===== src/rtl/systolic_pkg.sv =====
// rtl/systolic_pkg.sv - shared types and defaults for the systolic result drain
package systolic_pkg;

  localparam int ACC_WIDTH_DEF = 9;

  typedef enum logic {
    S_IDLE = 1'b0,
    S_SEND = 1'b1
  } drain_state_t;

  typedef logic [1:0] elem_idx_t;

endpackage


===== src/rtl/systolic_set_fifo.sv =====
// rtl/systolic_set_fifo.sv - power-of-two deep buffer of packed 2x2 result sets
module systolic_set_fifo #(
  parameter int WIDTH = 36,
  parameter int DEPTH = 2,
  localparam int AW = $clog2(DEPTH)
) (
  input  logic             clk,
  input  logic             rstn,
  input  logic             push,
  input  logic [WIDTH-1:0] wdata,
  input  logic             pop,
  output logic [WIDTH-1:0] rdata,
  output logic             full,
  output logic             empty,
  output logic [AW:0]      level
);

  logic [WIDTH-1:0] mem [DEPTH];
  logic [AW-1:0]    wr_ptr;
  logic [AW-1:0]    rd_ptr;

  // Set storage; the caller only pushes when a slot is free or the head is leaving.
  always_ff @(posedge clk) begin
    if (push) begin
      mem[wr_ptr] <= wdata;
    end
  end

  // Pointers wrap naturally because DEPTH is a power of two; level tracks occupancy.
  always_ff @(posedge clk or negedge rstn) begin
    if (!rstn) begin
      wr_ptr <= '0;
      rd_ptr <= '0;
      level  <= '0;
    end else begin
      if (push) begin
        wr_ptr <= wr_ptr + 1'b1;
      end
      if (pop) begin
        rd_ptr <= rd_ptr + 1'b1;
      end
      case ({push, pop})
        2'b10:   level <= level + 1'b1;
        2'b01:   level <= level - 1'b1;
        default: level <= level;
      endcase
    end
  end

  assign rdata = mem[rd_ptr];
  assign full  = (level == (AW+1)'(DEPTH));
  assign empty = (level == '0);

endmodule


===== src/rtl/systolic_result_drain.sv =====
// rtl/systolic_result_drain.sv - buffers 2x2 result sets and streams them one element per cycle
module systolic_result_drain
  import systolic_pkg::*;
#(
  parameter int ACC_WIDTH = ACC_WIDTH_DEF,
  parameter int DEPTH     = 2,
  localparam int LVL_W    = $clog2(DEPTH) + 1
) (
  input  logic                 clk,
  input  logic                 rstn,
  input  logic                 in_valid,
  input  logic [ACC_WIDTH-1:0] c00,
  input  logic [ACC_WIDTH-1:0] c01,
  input  logic [ACC_WIDTH-1:0] c10,
  input  logic [ACC_WIDTH-1:0] c11,
  output logic                 m_valid,
  input  logic                 m_ready,
  output logic [ACC_WIDTH-1:0] m_data,
  output logic [1:0]           m_idx,
  output logic                 m_last,
  output logic [LVL_W-1:0]     level,
  output logic                 overflow,
  input  logic                 clr_ovf
);

  drain_state_t           state_q;
  drain_state_t           state_d;
  elem_idx_t              idx_q;
  elem_idx_t              idx_d;
  logic [4*ACC_WIDTH-1:0] head;
  logic                   full;
  logic                   empty;
  logic                   xfer;
  logic                   last_xfer;
  logic                   push;
  logic                   drop;
  logic [ACC_WIDTH-1:0]   head_elem;

  // A full buffer can still take a set when the head set finishes in the same cycle.
  assign xfer      = m_valid && m_ready;
  assign last_xfer = xfer && (idx_q == 2'd3);
  assign push      = in_valid && (!full || last_xfer);
  assign drop      = in_valid && !push;

  systolic_set_fifo #(
    .WIDTH (4*ACC_WIDTH),
    .DEPTH (DEPTH)
  ) u_fifo (
    .clk   (clk),
    .rstn  (rstn),
    .push  (push),
    .wdata ({c00, c01, c10, c11}),
    .pop   (last_xfer),
    .rdata (head),
    .full  (full),
    .empty (empty),
    .level (level)
  );

  // Serializer state and element index registers.
  always_ff @(posedge clk or negedge rstn) begin
    if (!rstn) begin
      state_q <= S_IDLE;
      idx_q   <= '0;
    end else begin
      state_q <= state_d;
      idx_q   <= idx_d;
    end
  end

  // Next state: leave SEND only when the last element of the last stored set goes out.
  always_comb begin
    state_d = state_q;
    idx_d   = idx_q;
    case (state_q)
      S_IDLE: begin
        idx_d = '0;
        if (!empty) begin
          state_d = S_SEND;
        end
      end
      S_SEND: begin
        if (xfer) begin
          idx_d = idx_q + 2'd1;
        end
        if (last_xfer && (level == LVL_W'(1)) && !push) begin
          state_d = S_IDLE;
        end
      end
      default: begin
        state_d = S_IDLE;
        idx_d   = '0;
      end
    endcase
  end

  // Pick the current element of the head set; the set is packed c00 in the top slice.
  always_comb begin
    head_elem = '0;
    case (idx_q)
      2'd0:    head_elem = head[4*ACC_WIDTH-1 -: ACC_WIDTH];
      2'd1:    head_elem = head[3*ACC_WIDTH-1 -: ACC_WIDTH];
      2'd2:    head_elem = head[2*ACC_WIDTH-1 -: ACC_WIDTH];
      default: head_elem = head[ACC_WIDTH-1 -: ACC_WIDTH];
    endcase
  end

  assign m_valid = (state_q == S_SEND);
  assign m_data  = m_valid ? head_elem : '0;
  assign m_idx   = idx_q;
  assign m_last  = m_valid && (idx_q == 2'd3);

  // Sticky drop flag; a fresh drop wins over a concurrent clear.
  always_ff @(posedge clk or negedge rstn) begin
    if (!rstn) begin
      overflow <= 1'b0;
    end else if (drop) begin
      overflow <= 1'b1;
    end else if (clr_ovf) begin
      overflow <= 1'b0;
    end
  end

endmodule

===== config.mk =====
export PLATFORM = sky130hd
export DESIGN_NAME = systolic_result_drain
export DESIGN_NICKNAME = d
export VERILOG_FILES = /design/src/rtl/systolic_pkg.sv /design/src/rtl/systolic_set_fifo.sv /design/src/rtl/systolic_result_drain.sv
export SDC_FILE = /design/constraint.sdc
export NUM_CORES = 1
export LEC_CHECK = 0
export BUFFER_PORTS_ARGS = -buffer_cell sky130_fd_sc_hd__clkbuf_2
export CAP_MARGIN = 10
export CELL_PAD_IN_SITES_DETAIL_PLACEMENT = 2
export CELL_PAD_IN_SITES_GLOBAL_PLACEMENT = 2
export CORE_ASPECT_RATIO = 0.75
export CORE_MARGIN = 2
export CORE_UTILIZATION = 37
export CTS_BUF_LIST = sky130_fd_sc_hd__clkbuf_4 sky130_fd_sc_hd__clkbuf_8
export DETAILED_ROUTE_END_ITERATION = 10
export PLACE_DENSITY = 0.85
export SLEW_MARGIN = 20
export SYNTH_ARGS = -nofsm -noshare
export SYNTH_HDL_FRONTEND = slang
export SYNTH_SLANG_ARGS = --single-unit

===== constraint.sdc =====
create_clock -name clk -period 2.75 [get_ports clk]
set_clock_uncertainty 0.15 [all_clocks]
set_input_delay 0.4125 -clock clk [delete_from_list [all_inputs] [get_ports clk]]
set_output_delay 0.4125 -clock clk [all_outputs]
set_load 0.03 [all_outputs]

=== Yosys cells after proc, flatten, opt, wreduce, memory -nomap -nowiden ===
Memory sizes are Yosys's and may differ from the RTL's.
Index checks and enable logic that the tools add are counted.

* Bits in registers: 8
* RAM bits: 72
* Input port bits: 41
* Memories: 1

* $add $sub $neg: 5
* Equal/unequal tests: 8
* Mux-type cells: 12
* Bitwise gates (word level): 1
* Reductions and logical operators: 14

{| class="wikitable"
|+ Memories
! memory !! depth !! width !! read ports !! clocked after memory_dff !! write ports !! line !! text
|-
| u_fifo.mem || 2 || 36 || 1 || 0 || 1 || systolic_set_fifo.sv:18 || <nowiki>logic [WIDTH-1:0] mem [DEPTH];</nowiki>
|}

{| class="wikitable"
|+ Operators by type and width
! kind !! number
|-
| $pmux 9 s3 || 1
|-
| $mux 9 || 1
|-
| $eq 2x2->1 const B || 4
|-
| $pmux 2 s2 || 2
|-
| $logic_and 1x1->1 || 7
|-
| $eq 2x1->1 const B || 3
|-
| $mux 1 || 6
|-
| $add 2x1->2 const B || 2
|-
| $logic_not 2->1 || 2
|-
| $reduce_bool 2->1 || 2
|-
| $add 1x1->1 const B || 2
|-
| $logic_not 1->1 || 2
|-
| $mux 2 || 1
|-
| $ne 2x1->1 const B || 1
|-
| $pmux 1 s2 || 1
|-
| $sub 2x1->2 const B || 1
|-
| $logic_or 1x1->1 || 1
|-
| $not 1->1 || 1
|}

=== Longest topological paths before layout ===
Gate-level depths: netlist (run 1).

* Depth in word-level cells: 8
* Depth in mapped cells: 7
* Gate-level depth less buffers: 6

=== Modules after synthesis ===
A second synthesis (run 1) with hierarchy kept.

* Cells, all modules: 195
* Area, all modules: 3520.9 um^2

{| class="wikitable"
|+ By module, submodules not included
! module !! instances !! cells each !! area each (um^2) !! seq. area each (um^2)
|-
| systolic_set_fifo || 1 || 128 || 2931.6 || 2262.2
|-
| systolic_result_drain || 1 || 67 || 589.3 || 100.1
|}

=== Worst setup path after synthesis (run 1) ===
OpenSTA, ideal clock, no wires.

* Kind: flip-flop to flip-flop
* From: register idx_q[0], in the netlist m_idx[0]
* To: memory u_fifo.mem[0][0] (enable)
* Setup time: 0.429 ns
* Arrival: 2.712 ns
* Required time: 2.171 ns
* Slack: -0.541 ns
* Stages on the path, launching flop included: 5
* Buffers on the path: 0
* Period minus slack after synthesis: 3.291 ns
* Cell sequence: dfrtp_1 ha_1 nand3_1 a21o_1 nor2_1

* Word-level cells in the longest chain between the ends: 6

{| class="wikitable"
|+ RTL lines
! element !! line !! text
|-
| start: declaration || systolic_result_drain.sv:28 || <nowiki>elem_idx_t idx_q;</nowiki>
|-
| start signal: assignment || systolic_result_drain.sv:67 || <nowiki>idx_q <= idx_d;</nowiki>
|-
| $eq 2x2->1 || systolic_result_drain.sv:41 || <nowiki>assign last_xfer = xfer && (idx_q == 2'd3);</nowiki>
|-
| $logic_and 1x1->1 || systolic_result_drain.sv:41 ||
|-
| $logic_or 1x1->1 || systolic_result_drain.sv:42 || <nowiki>assign push = in_valid && (!full || last_xfer);</nowiki>
|-
| $logic_and 1x1->1 || systolic_result_drain.sv:42 ||
|-
| $mux 1 || systolic_set_fifo.sv:24 || <nowiki>if (push) begin</nowiki>
|-
| $mux 1 (implied by the code) || systolic_set_fifo.sv:25 || <nowiki>mem[wr_ptr] <= wdata;</nowiki>
|-
| end: declaration || systolic_set_fifo.sv:18 ||
|}

Every way passes these cells.

=== Worst setup path in the final report (run 1) ===
* From: register idx_q[0], in the netlist m_idx[0]
* To: output port m_data[4]

* Word-level cells in the longest chain between the ends: 3

{| class="wikitable"
|+ RTL lines
! element !! line !! text
|-
| $eq 2x2->1, or another cell as far along || systolic_result_drain.sv:100 || <nowiki>case (idx_q)</nowiki>
|-
| $pmux 9 s3 (*) || systolic_result_drain.sv:100 ||
|-
| $mux 9 (*) || systolic_result_drain.sv:109 || <nowiki>assign m_data = m_valid ? head_elem : '0;</nowiki>
|-
| end: declaration || systolic_result_drain.sv:18 || <nowiki>output logic [ACC_WIDTH-1:0] m_data,</nowiki>
|}

Every way passes the cells marked *; elsewhere a longest branch is shown, timed or not.

==> summary.md, run 1 <==
| Metric | Value |
|---|---|
| Outcome | `completed` |
| Clock root buffer master | `clkbuf_8` |
| Crit path DAT | `roughly 2.1 ns` |
| Commonest cells post-synth | `edfxtp_1 (72), nand2_1 (19), a22oi_1 (18)` |
| Minimum clock period after layout | `~2.7 ns` |
| Fraction of synthesis flops using an asynchronous set or reset pin | `around 10%` |
| Initial core utilization | `between 30% and 40%` |
| CP endpoint kind | `primary output` |
| Sequential share of power | `between 30% and 40%` |
| Logic pwr share | `about 45%` |
| Layout area overhead | `29.0%` |
| Proportion of netlist area held by the largest area contributor | `between 60% and 70%` |
| Post-Synth Simple-Gate Area | `4.00%` |
| Gr ovfl total | `0` |
| RSZ-0062 raised after global routing | `yes` |
| Count of different cell masters after synthesis | `24` |
| Setup violators final | `0` |
| Xor-xnor portion of the synthesized cell area | `roughly 1.4%` |
| Max-slew headroom | `about 60%` |
| Worst-skew pair later-pin latency | `between 0.3 and 0.4 ns` |
| CP Launch Type | `register` |
| Total Power | `roughly 5.3 mW` |
| Layout Nets | `320` |
| Post-route DRC violation count | `0` |
| WS Path Type | `register to primary output` |
| Mapped Nets | `between 200 and 250` |
| Reg2Reg Setup Slack | `approximately 0.53 ns` |
| Cell Area, Synth | `3160 um^2` |
| Actual slew at the worst max-slew pin | `approximately 0.60 ns` |
| Sequential area share after synthesis | `approximately 75%` |
| Die W | `between 100 and 150 um` |
| Post-synthesis register bit count | `80` |
| Endpoints failing hold | `0` |
| DR WL/cell | `roughly 25 um` |
| Final ANT Viol Nets | `0` |
| Main combinational cell family by area after synthesis | `compound AO/OA/AOI/OAI gates` |
| Clk buf depth | `2` |
| Synth Area in Compound Gates | `10.1%` |
| ANT cells | `0` |
| Iter 0 DRT Violations | `between 150 and 200` |
| Die Height | `between 80 and 90 um` |
| P per Cell Area | `1300 nW/um^2` |
| Max-slew violation count | `0` |
| Cell Rows | `29` |
| Net Sw Frac | `39.2%` |
| Worst IR Drop VDD | `about 450 uV` |
| Die area | `just over 9000 um^2` |
| CORE AREA | `between 8000 and 9000 um^2` |
| Initial antenna violation count | `0` |
| Tcrit/Tclk final | `a little under 100%` |
| Multi-input logic area | `between 800 and 900 um^2` |
| Area contributors post-synth | `edfxtp_1 (68%), dfrtp_1 (6.3%), a22oi_1 (4.3%)` |
| Via count | `~2000` |
| Internal | `3.23 mW` |
| Largest net degree at the start of global routing | `22` |
| I/O Pins | `between 50 and 60` |
| Post-Syn Instances | `between 150 and 200` |
| Lkg Pwr | `1.55 nW` |
| Number of CTS-inserted buffers | `9` |
| Most frequent cell after synthesis | `edfxtp_1` |
| Vias in the first global route | `~2300` |
| Clock share of power | `19.4%` |
| Mux cell area share after synthesis | `under 10%` |
| Post-DP HPWL | `around 6 mm` |
| Post-synth top area cell | `edfxtp_1` |
| Final setup TNS | `0 ns` |
| First-pass GRT wire length | `~14 mm` |
| Net load switching power | `2.08 mW` |
| Layout cells sized above 1 | `41.6%` |
| H-tree Lvls | `3` |
| Placer Congestion | `0.732` |
| Number of enable flip-flop cells after synthesis | `a little over 70` |
| Synth Area in Adders | `3.57%` |
| Sequential standard cell area | `between 2000 and 2500 um^2` |
| WL final | `approximately 9.4 mm` |
| I/O Buffers | `56` |
| Syn avg cell area | `16.4 um^2` |
| GRT Util Overall | `between 10% and 20%` |
| Hold slack final | `roughly 0.11 ns` |
| Clock slew at reported path FFs | `0.08 ns` |
| CTS tree | `done` |
| Max Freq | `371 MHz` |
| Synth warn | `0` |
| Via/cell ratio | `roughly 5.3` |
| Max FO, Critical Path | `6` |
| MaxCap Viol Count | `0` |
| Synth Flop Type | `edfxtp_1` |
| Clock Sinks | `80` |
| Filler instances | `775` |
| 1st-pass router iterations | `4` |
| Worst EP required | `around 2.2 ns` |
| HP Class | `input pin to register` |
## layout make-up
type | instances | share of cell area (%)
Multi-Input combinational cell | 93 | 20.1
Tap cell | 108 | 3.32
Timing Repair Buffer | 77 | 11.8
Clock buffer | 10 | 3.23
Clock inverter | 5 | 2.61
Inverter | 9 | 0.891
Sequential cell | 80 | 58.1
## timing repair
item / CTS / global route
cloned: 0 / 2
resized for setup: 22 / 21
hold endpoints to repair: 8 / 0
pin swaps: 1 / 3
hold buffers: 1 / 0
setup endpoints to repair: 9 / 9
setup buffers: 5 / 1
## state kept, by name, indices dropped and copies added (netlist names)
| register | flops |
|---|---|
| m_idx | 2 |
| m_valid | 1 |
| overflow | 1 |
| u_fifo.level | 2 |
| u_fifo.mem | 72 |
| u_fifo.rd_ptr | 1 |
| u_fifo.wr_ptr | 1 |
## worst max-delay path, cell delays in order (launching register included)
cell and delay [ns]:
dfrtp_2 0.46, inv_2 0.13, ha_4 0.17, clkbuf_4 0.18
a22oi_1 0.09, a32o_1 0.27, a311oi_2 0.27, buf_4 0.21
## cell families after synthesis
logic type               after synthesis
adder cells (fa/ha/maj)                9
multiplexers                          10
buffers and inverters                 19
AND/OR/NAND/NOR                       30
AO/OA/AOI/OAI                         39
flip-flops                            80
XOR/XNOR                               5
## routing by layer
layer / GRT usage (%) / share of wire [%] / vias to the layer above
li1: - / - / 900
met1: 24.8 / 42 / 1025
met2: 34.7 / 52 / 69
met3: 4.07 / 4.4 / 12
met4: 7.39 / 1.8 / 0
met5: 0 / 0 / -
## power by group through the flow
stage | sequential (mW) | combinational (mW) | clock, mW
6_report | 1.88 | 2.40 | 1.03
5_1_grt | 1.91 | 2.54 | 1.10
4_1_cts | 1.87 | 2.25 | 1.05
3_5_place_dp | 1.88 | 1.97 | 0
3_3_place_gp | 1.85 | 1.85 | 0
2_1_floorplan | 1.88 | 1.23 | 0
## placed cells by master, fill, tap and decap left out, drive strengths merged
cell type	instances
a32o	8
nor2	5
inv	9
nand3	3
and3	1
a22oi	18
ha	9
dfrtp	8
clkinv	1
xnor2	5
clkbuf	61
clkinvlp	1
buf	25
edfxtp	72
nand2	19
o21ai	2
nor2b	1
mux2i	10
a311oi	8
and2	1
bufinv	3
a32oi	2
a21o	1
dlygate4sd3	1
## metrics by stage
step / setup slack, ns / utilization [%] / instance area [um^2] / instances
2_1_floorplan: -0.541 / - / 3160 / 192
3_3_place_gp: 0.324 / 43.3 / 3630 / 358
3_5_place_dp: 0.227 / 43.3 / 3630 / 358
4_1_cts: -0.00185 / 47.7 / 4000 / 379
5_1_grt: -0.0400 / 48.6 / 4070 / 382
6_report: 0.0553 / 48.6 / 4070 / 382
## path summary, 6_finish.rpt
check,startpoint,depth (start not counted),end
max,m_idx[0],7,m_data[4]
min,c10[7],1,u_fifo.mem[1][16]
max reg2reg,m_idx[1],5,u_fifo.mem[0][8]
min reg2reg,overflow,2,overflow
max in group asynchronous,rstn,2,m_idx[0]
min in group asynchronous,rstn,2,u_fifo.level[1]
(Power assumes the default switching activity.)
==> run 2, diff against run 1 <==
--- a/config.mk
+++ b/config.mk
@@ -14,7 +14,8 @@
 export CORE_UTILIZATION = 37
 export CTS_BUF_LIST = sky130_fd_sc_hd__clkbuf_4 sky130_fd_sc_hd__clkbuf_8
 export DETAILED_ROUTE_END_ITERATION = 10
-export PLACE_DENSITY = 0.85
+export HOLD_SLACK_MARGIN = 0.1
+export PLACE_DENSITY = 0.75
 export SLEW_MARGIN = 20
 export SYNTH_ARGS = -nofsm -noshare
 export SYNTH_HDL_FRONTEND = slang
==> run 2 against run 1 <==
Non-clock buffer count is 33 higher; critical path depth shrank 1; largest cell class unchanged; routed wire length is essentially flat; sequential power about the same; sequential share of layout area decreased by 4.8 points.
==> summary.md, run 2 (synthesis results as in run 1) <==
| Metric | Value |
|---|---|
| Clock slew at reported path FFs | `0.08 ns (about the same)` |
| CP Launch Type | `register` |
| H-tree Lvls | `3 (unchanged)` |
| 1st-pass router iterations | `4 (unchanged)` |
| Worst-skew pair later-pin latency | `0.35 ns (about the same)` |
| WS Path Type | `register to primary output` |
| Crit-path cells | `buf_4 > ha_4 > buf_4 > a32o_2 > a311oi_4 > clkbuf_8` |
| Actual slew at the worst max-slew pin | `0.663 ns (+0.0589 ns)` |
| Cell Rows | `29 (unchanged)` |
| Reg-to-Reg End | `u_fifo.level[1]` |
| I/O Pins | `57 (unchanged)` |
| Final ANT Viol Nets | `0 (unchanged)` |
| Iter 0 DRT Violations | `117 (-27%)` |
| Worst r2r src | `m_idx[0]` |
| Sequential standard cell area | `2370 um^2 (unchanged)` |
| Max Freq | `367 MHz (-1.1%)` |
| Layout Nets | `353 (+10%)` |
| Fin area | `4440 um^2 (+9.0%)` |
| Outcome | `completed` |
| Post-Place Setup Slack | `0.154 ns (-0.0732 ns)` |
| Max FO, Critical Path | `7 (+1)` |
| Final worst slack | `0.0243 ns (-0.0309 ns)` |
| First-pass GRT wire length | `13.4 mm (-1.8%)` |
| WL final | `9.38 mm (about the same)` |
| Die W | `111 um (unchanged)` |
| Crit path DAT | `2.16 ns (+0.03 ns)` |
| CP max stage cell | `dfrtp_2` |
| Most numerous cell on the critical path | `buf_4` |
| Largest net degree at the start of global routing | `37 (+68%)` |
| Via/cell ratio | `5.12 (-2.5%)` |
| Crit path buffers/inverters | `3 (unchanged)` |
| GRT Util Overall | `19.5% (-0.47 points)` |
| R2R depth | `8 (+3)` |
| Setup violators final | `0 (unchanged)` |
| Vias in the first global route | `2315 (-0.90%)` |
| P per Cell Area | `1220 nW/um^2 (-6.6%)` |
| CP delay by family, top | `buffers and inverters` |
| Stages on the worst setup path | `6 (-1)` |
| Endpoints failing hold | `0 (unchanged)` |
| Hold slack final | `0.109 ns (+0.00259 ns)` |
| MaxCap Viol Count | `0 (unchanged)` |
| Post-DP HPWL | `5.66 mm (-7.0%)` |
| CTS tree | `done` |
| Tcrit/Tclk final | `99.1% (+1.1 points)` |
| Hold Crit Start | `c11[2]` |
| Worst EP required | `2.19 ns (about the same)` |
| Initial antenna violation count | `0 (unchanged)` |
| Final setup TNS | `0 ns (unchanged)` |
| Reg2Reg Setup Slack | `0.54 ns (about the same)` |
| Layout cells sized above 1 | `39.0% (-2.6 points)` |
| Worst hold stages | `1 (unchanged)` |
| Largest register FFs | `72 (unchanged)` |
| Worst IR Drop VDD | `529 uV (+16%)` |
| Total Power | `5.41 mW (+1.8%)` |
| Filler instances | `787 (+1.5%)` |
| DR WL/cell | `22.6 um (-8.1%)` |
| CP endpoint kind | `primary output` |
| Lkg Pwr | `1.68 nW (+8.9%)` |
| HP Class | `input pin to register` |
| Largest reg by FF count | `u_fifo.mem` |
| Via count | `2131 (+6.2%)` |
| Placed Area | `3650 um^2 (+0.55%)` |
| Die Height | `84.0 um (unchanged)` |
| CORE AREA | `8380 um^2 (unchanged)` |
| Max-slew headroom | `55.8% (-3.9 points)` |
| ANT cells | `0 (unchanged)` |
| Initial core utilization | `37.7% (unchanged)` |
| Post-route DRC violation count | `0 (unchanged)` |
| Gr ovfl total | `0 (unchanged)` |
| Placer Congestion | `0.751 (+2.7%)` |
| Die area | `9300 um^2 (unchanged)` |
| Most frequent cells in the layout | `edfxtp_1 (72), clkbuf_2 (47), dlygate4sd3_1 (28), buf_4 (21), nand2_1 (19)` |
| I/O Buffers | `56 (unchanged)` |
| Layout area overhead | `40.6%` |
| Most common cell after layout, fill and taps aside | `edfxtp_1` |
| Max-slew violation count | `0 (unchanged)` |
| Clock Sinks | `80 (unchanged)` |
| Number of CTS-inserted buffers | `9 (unchanged)` |
| CP max stage delay | `0.47 ns (about the same)` |
| Clk buf depth | `2 (unchanged)` |
| Worst Hold Endpoint | `u_fifo.mem[0][2]` |
| Clock root buffer master | `clkbuf_8` |
| Minimum clock period after layout | `2.73 ns (+0.0309 ns)` |
| Multi-input logic area | `840 um^2 (+2.8%)` |
## run 2: cell types whose count changed in the layout (fill, tap and decap cells not counted), sizes merged
cell,previous run,this run
bufinv,3,1
dlygate4sd3,1,28
buf,25,29
clkinvlp,1,4
clkinv,1,0
inv,9,10
clkbuf,61,63
## run 2: report_power, final
group	leakage [nW]	internal, mW	switching, mW
Combinational	0.836	1.16	1.50
Sequential	0.761	1.68	0.188
Clock	0.0886	0.432	0.456
Total	1.68	3.27	2.14
## run 2: how the worst max path moves through the flow
stage,from,end,slack [ns]
after detailed placement,m_idx[0],m_data[3],0.15
after CTS,m_idx[1],m_data[4],0.004
final,m_idx[1],m_data[3],0.02
after floorplan,m_idx[0],u_fifo.mem[0][0],-0.54
after global routing,m_idx[1],m_data[7],-0.02
after global placement,m_idx[0],m_data[8],0.37
## run 2: metal layers
| layer | share of wire [%] | global-route usage, % | up-vias |
|---|---|---|---|
| met4 | 0.99 | 4.43 | 0 |
| met1 | 43 | 24.2 | 1094 |
| met2 | 52 | 34.9 | 55 |
| met3 | 3.5 | 4.50 | 13 |
| met5 | 0 | 0 | - |
| li1 | - | - | 969 |
## run 2: stage by stage
step	util, %	cells
CTS	50.5	406
finish	53.0	416
global placement	43.6	359
global route	53.0	416
detailed placement	43.6	359
floorplan	-	192
## run 2: final cells by class
class / count / area share (%)
clock buffer: 10 / 2.96
clock inverter: 6 / 1.55
inverter: 9 / 0.873
multi-input combinational: 93 / 18.9
sequential: 80 / 53.3
tap: 108 / 3.04
timing repair buffer: 110 / 19.4
## run 2: repair_timing
item                       4_1_cts  5_1_grt
pin swaps                        2        3
gates resized for setup         19       33
cloned                           0        2
hold buffers                    27        1
setup buffers                    4        7
setup endpoints to repair        9        9
hold endpoints to repair        58        2
